## config.mk

```make
export PLATFORM = sky130hd
export DESIGN_NAME = bcd_down_counter
export DESIGN_NICKNAME = d
export VERILOG_FILES = /design/src/rtl/bcd_down_counter_pkg.sv /design/src/rtl/bcd_down_digit.sv /design/src/rtl/bcd_down_counter.sv
export SDC_FILE = /design/constraint.sdc
export NUM_CORES = 1
export LEC_CHECK = 0
export CORE_UTILIZATION = 44
export CTS_CLUSTER_SIZE = 10
export DETAILED_ROUTE_END_ITERATION = 7
export GPL_TIMING_DRIVEN = 0
export HOLD_SLACK_MARGIN = 0.06
export PLACE_DENSITY = 0.8
export SYNTH_ARGS = -nofsm -noshare
export SYNTH_HDL_FRONTEND = slang
export SYNTH_SLANG_ARGS = --single-unit
```

## constraint.sdc

```tcl
create_clock -name clk -period 1.9 [get_ports clk]
set_input_delay 0.57 -clock clk [delete_from_list [all_inputs] [get_ports clk]]
set_output_delay 0.57 -clock clk [all_outputs]
set_load 0.03 [all_outputs]
```

## src/rtl/bcd_down_counter_pkg.sv

```systemverilog
// Shared definitions for the BCD down counter and its digit slice.
//   state_t   : controller states (IDLE, RUN, DONE)
//   BCD_MAX   : largest legal BCD digit
//   DIGIT_W   : bits per BCD digit
//   is_bcd()  : true when a nibble is a legal BCD digit
//   clamp_bcd(): maps an illegal nibble onto BCD_MAX
package bcd_down_counter_pkg;

   typedef enum logic [1:0] {
      IDLE = 2'd0,
      RUN  = 2'd1,
      DONE = 2'd2
   } state_t;

   localparam logic [3:0] BCD_MAX = 4'd9;
   localparam int         DIGIT_W = 4;

   function automatic logic is_bcd(input logic [3:0] d);
      return (d <= BCD_MAX);
   endfunction

   function automatic logic [3:0] clamp_bcd(input logic [3:0] d);
      return is_bcd(d) ? d : BCD_MAX;
   endfunction

endpackage

```

## src/rtl/bcd_down_digit.sv

```systemverilog
// One BCD digit of the down counter.
//   clk     : system clock, rising edge
//   clear_n : asynchronous reset, active-low (digit -> 0)
//   load    : capture din (illegal values clamp to 9); wins over dec_in
//   din     : digit value to load
//   dec_in  : decrement request (borrow from the next lower digit)
//   q       : registered digit value
//   borrow  : combinational; high when a decrement hits this digit at 0,
//             which is the decrement request for the next higher digit
module bcd_down_digit
   import bcd_down_counter_pkg::*;
(
   input  logic       clk,
   input  logic       clear_n,
   input  logic       load,
   input  logic [3:0] din,
   input  logic       dec_in,
   output logic [3:0] q,
   output logic       borrow
);

   logic [3:0] q_reg;

   always_ff @(posedge clk or negedge clear_n) begin
      if (!clear_n) begin
         q_reg <= '0;
      end else if (load) begin
         q_reg <= clamp_bcd(din);
      end else if (dec_in) begin
         q_reg <= (q_reg == 4'd0) ? BCD_MAX : (q_reg - 4'd1);
      end
   end

   assign q      = q_reg;
   assign borrow = dec_in && (q_reg == 4'd0);

endmodule

```

## src/rtl/bcd_down_counter.sv

```systemverilog
// Multi-digit BCD countdown counter paced by an external tick.
//   clk        : system clock, rising edge
//   clear_n    : asynchronous reset, active-low
//   load       : capture preset into count and stored preset; enter IDLE
//   preset     : BCD preset, digit 0 in [3:0]
//   start      : IDLE/DONE -> RUN
//   hold       : freeze the count (ticks during hold are dropped)
//   tick       : count enable strobe, honoured every cycle it is high
//   count      : current BCD value
//   borrow_out : one-cycle pulse when a decrement is applied at all-zero
//   busy       : high in RUN
//   done       : one-cycle pulse on entry to DONE
//   err        : sticky, set when a preset with a non-BCD digit is loaded
module bcd_down_counter
   import bcd_down_counter_pkg::*;
#(
   parameter int DIGITS = 2,
   parameter int WRAP   = 0
) (
   input  logic                        clk,
   input  logic                        clear_n,
   input  logic                        load,
   input  logic [DIGIT_W*DIGITS-1:0]   preset,
   input  logic                        start,
   input  logic                        hold,
   input  logic                        tick,
   output logic [DIGIT_W*DIGITS-1:0]   count,
   output logic                        borrow_out,
   output logic                        busy,
   output logic                        done,
   output logic                        err
);

   localparam int W = DIGIT_W * DIGITS;

   state_t         state_reg;
   logic [W-1:0]   stored_reg;
   logic           borrow_reg;
   logic           done_reg;
   logic           busy_reg;
   logic           err_reg;

   logic [DIGITS:0]   dec_chain;
   logic [DIGITS-1:0] bad_digit;
   logic              dec_apply;
   logic              terminal;
   logic              digit_load;
   logic [W-1:0]      digit_din;

   // A decrement is only applied in RUN, on a tick, without hold, and
   // never on a load cycle (load has priority over everything).
   assign dec_apply    = (state_reg == RUN) && tick && !hold && !load;
   assign dec_chain[0] = dec_apply;

   // The borrow rippling out of the top digit means the decrement landed
   // on all-zero. Instead of letting the digits roll to 99, the digits are
   // reloaded that same edge: with zero (stop) or with the stored preset
   // (wrap). The digit's load path overrides its decrement path.
   assign terminal   = dec_chain[DIGITS];
   assign digit_load = load || terminal;
   assign digit_din  = load ? preset : ((WRAP != 0) ? stored_reg : '0);

   generate
      for (genvar gi = 0; gi < DIGITS; gi++) begin : g_digit
         bcd_down_digit u_digit (
            .clk     (clk),
            .clear_n (clear_n),
            .load    (digit_load),
            .din     (digit_din[gi*DIGIT_W +: DIGIT_W]),
            .dec_in  (dec_chain[gi]),
            .q       (count[gi*DIGIT_W +: DIGIT_W]),
            .borrow  (dec_chain[gi+1])
         );
         assign bad_digit[gi] = !is_bcd(preset[gi*DIGIT_W +: DIGIT_W]);
      end
   endgenerate

   always_ff @(posedge clk or negedge clear_n) begin
      if (!clear_n) begin
         state_reg  <= IDLE;
         stored_reg <= '0;
         borrow_reg <= 1'b0;
         done_reg   <= 1'b0;
         busy_reg   <= 1'b0;
         err_reg    <= 1'b0;
      end else begin
         borrow_reg <= 1'b0;
         done_reg   <= 1'b0;
         if (load) begin
            stored_reg <= preset;
            state_reg  <= IDLE;
            busy_reg   <= 1'b0;
            if (|bad_digit) begin
               err_reg <= 1'b1;
            end
         end else begin
            case (state_reg)
               IDLE, DONE: begin
                  if (start) begin
                     state_reg <= RUN;
                     busy_reg  <= 1'b1;
                  end
               end
               RUN: begin
                  if (terminal) begin
                     borrow_reg <= 1'b1;
                     if (WRAP == 0) begin
                        state_reg <= DONE;
                        done_reg  <= 1'b1;
                        busy_reg  <= 1'b0;
                     end
                  end
               end
               default: begin
                  state_reg <= IDLE;
                  busy_reg  <= 1'b0;
               end
            endcase
         end
      end
   end

   assign borrow_out = borrow_reg;
   assign done       = done_reg;
   assign busy       = busy_reg;
   assign err        = err_reg;

endmodule
```

==> run_results.csv <==
group,metric,value,unit
outcome,status,"finished, violations left",
outcome,violations,"DRC",
routing,totalWireLength,1795,um
grt,grt_use_met3,0.02917,
cts,htree_levels,1,
yosys,synth_area_leader_cell,"dfrtp_1",
power,power.switching,0.2225,mW
die,dieHeight,43.65,um
final_layout,n_fill_cell,135,
yosys,ys_seq_area_frac,0.4262,
cts,clk_latency,0.28,ns
die,dieArea,1905,um2
timing,min_period_over_period,0.9830,
worst_setup_path,slowest_delay,0.67,ns
worst_setup_path,cp_num_buf_inv,1,
power,switching_share,0.3291,
die,core,1559,um2
timing,setup_viol,0,
power,leakagePower,0.4921,nW
cts,clock_sinks,13,
timing,period_needed,1.868,ns
final_layout,syn2layout_area_growth,41.80,%
die,io_pins,26,
yosys,synth.distinct_cells,34,
power,p_total,0.6761,mW
yosys,yosysWarningCount,0,
yosys,async_flop_share,1.000,
grt,grtUsageMet1,0.2865,
worst_setup_path,worst_ep_arrival_time,1.30,ns
power,seqPwrFrac,0.483,
yosys,syn_nets,92,
final_layout,stdcell_count,127,
routing,drt_iter0_markers,10,
cts,cts_tree,"built",
timing,skew,0.004493,ns
final_layout,final_cell_area,1082,um2
power,power_frac_clock,0.263,
placement,gp_congestion,0.8067,
final_layout,final_util,0.6942,
yosys,synth_seq_cells,13,
routing,wl_per_cell,14.13,um
final_layout,insertedDiodeCount,0,
cts,holdBufCountCts,0,
yosys,yosys_most_used_dff,"dfrtp_1",
yosys,syn_area,763.2,um2
cts,cts_buffers,3,
grt,grtUsageTotal,0.2040,
placement,port_buffers,24,
routing,drc_errors,1,
power,vdd_drop_max,0.5247,mV
timing,holdWs,0.4999,ns
placement,hpwl,1231,um
final_layout,layout.nets,126,
grt,grt-ovfl-total,0,
routing,drt-vias-per-instance,5.748,
die,die_w,43.65,um
power,power.share.combinational,0.254,
grt,met2_usage,0.3134,
yosys,synth_area_leaders,"dfrtp_1, nor2_1, o211ai_1",
routing,route.vias.total,730,
placement,dp_cells,118,
flow_run,drv_cap,0,
worst_setup_path,crit_path_start_kind,"flop",
cts,cts_buffer_depth,2,
timing,rsz0062_at_grt,"no",
final_layout,multiInputGateArea,411.6,um2
yosys,synth_top_area_frac,0.4262,
grt,antenna_found_initial,0,
worst_hold_path,hp-class,"reg2reg",
cts,root_buffer,"clkbuf_4",
power,power.internal,0.4536,mW
timing,worst_pin_slew,0.6112,ns
worst_setup_path,path_cells,"clkdlybuf4s50_1",
placement,placed_cell_area,1023,um2
grt,grt_pass1_wl,2904,um
timing,hold_violations,0,
cts,path_clk_slew,0.08,ns
timing,slew_headroom,0.5912,
worst_setup_path,required,1.33,ns
grt,gr-max-usage-layer,"met2",
worst_setup_path,crit_fanout,2,
worst_setup_path,worst_setup_path_end_kind,"output port",
yosys,synthCells,78,
die,start_util,0.4896,
worst_setup_path,critical-path-slowest-cell,"clkdlybuf4s50_1",
die,row_count,14,
timing,slew_viol_final,0,
routing,drtPass1Iterations,6,
worst_setup_path,cp_top_family,"buffers and inverters",
grt,grt_max_degree,14,
power,power_density,624.7,nW/um2
timing,fmax,0.5354,GHz
worst_setup_path,crit_type,"reg2out",
routing,antenna_left,0,
final_layout,layout-drive-gt1-share,0.1622,
final_layout,largest_reg_flops,8,
final_layout,final_cell_mix,"dfrtp_1, clkdlybuf4s50_1, nor2_1, dlygate4sd2_1, nand2_1",
yosys,synth_edf_count,0,
yosys,avgSynthCellArea,9.785,um2
grt,grt_pass1_vias,674,
final_layout,ff_latch_area,325.3,um2
[synth_stat cells, types with 2 or more instances]
master	n
dfrtp_1	13
nor2_1	10
nand2_1	7
a21oi_1	4
inv_1	4
o211ai_1	4
mux2i_1	2
nand2b_1	2
nor3_1	2
nor3_2	2
o21ai_0	2
o22ai_1	2
o31ai_1	2
xnor2_1	2
[worst register-to-register path, delay by kind of cell, from the launching register on]
kind / cells / cell delay (ns)
DFF: 1 / 0.40
and+or+nand+nor: 3 / 0.98
AOI/OAI and AO/OA: 1 / 0.09
[timing repair]
| item | 4_1_cts | 5_1_grt |
|---|---|---|
| gates resized for setup | 10 | 2 |
| setup endpoints to repair | 11 | 4 |
| setup buffers | 2 | 3 |
| pin swaps | 0 | 1 |
| gates cloned | 0 | 0 |
[cell families after synthesis]
kind of cell / share of synthesized area
xor+xnor: 0.02296
buf+inv: 0.04097
flops: 0.4262
mux: 0.02623
compound gates: 0.1607
simple gates: 0.3230
[power groups by stage]
stage / combinational, mW / sequential, mW / clock [mW]
finish: 0.172 / 0.326 / 0.178
global route: 0.185 / 0.332 / 0.191
CTS: 0.170 / 0.325 / 0.180
detailed placement: 0.181 / 0.332 / 0
global placement: 0.178 / 0.330 / 0
floorplan: 0.0646 / 0.361 / 0
[path summary, 6_finish.rpt]
check | slack, ns | cells past startpoint | start | to
setup / recovery | 0.03 | 1 | err$_DFFE_PN0P_ | err
hold / removal | 0.50 | 2 | err$_DFFE_PN0P_ | err$_DFFE_PN0P_
setup reg to reg | 0.34 | 4 | state_reg[1]$_DFFE_PN0P_ | g_digit[1].u_digit.q[2]$_DFFE_PN0P_
hold reg to reg | 0.50 | 2 | err$_DFFE_PN0P_ | err$_DFFE_PN0P_
max in group asynchronous | 0.84 | 1 | clear_n | g_digit[0].u_digit.q[1]$_DFFE_PN0P_
min in group asynchronous | 0.66 | 1 | clear_n | state_reg[0]$_DFFE_PN0P_
[per-layer routing]
| layer | vias up | part of all wire |
|---|---|---|
| met5 | - | 0 |
| met4 | 0 | 0.020 |
| met3 | 4 | 0.067 |
| met2 | 33 | 0.45 |
| met1 | 343 | 0.46 |
| li1 | 350 | - |
[final cells by class]
class                   count  share of cell area
plain buffers               3             0.01503
repair buffers             29              0.2474
clock buffers               4             0.02428
multi-input cells          58              0.3803
flip-flops and latches     13              0.3006
well taps                  16             0.01850
inverters                   4             0.01387
[per-stage QoR]
stage          TNS (ns)  worst slack, ns
3_5_place_dp     -1.082          -0.3143
2_1_floorplan         0           0.1989
6_report              0          0.03234
3_3_place_gp    -0.9842          -0.3058
4_1_cts               0         0.005418
5_1_grt               0          0.01143
No activity file was read; power rests on OpenSTA's default activity.
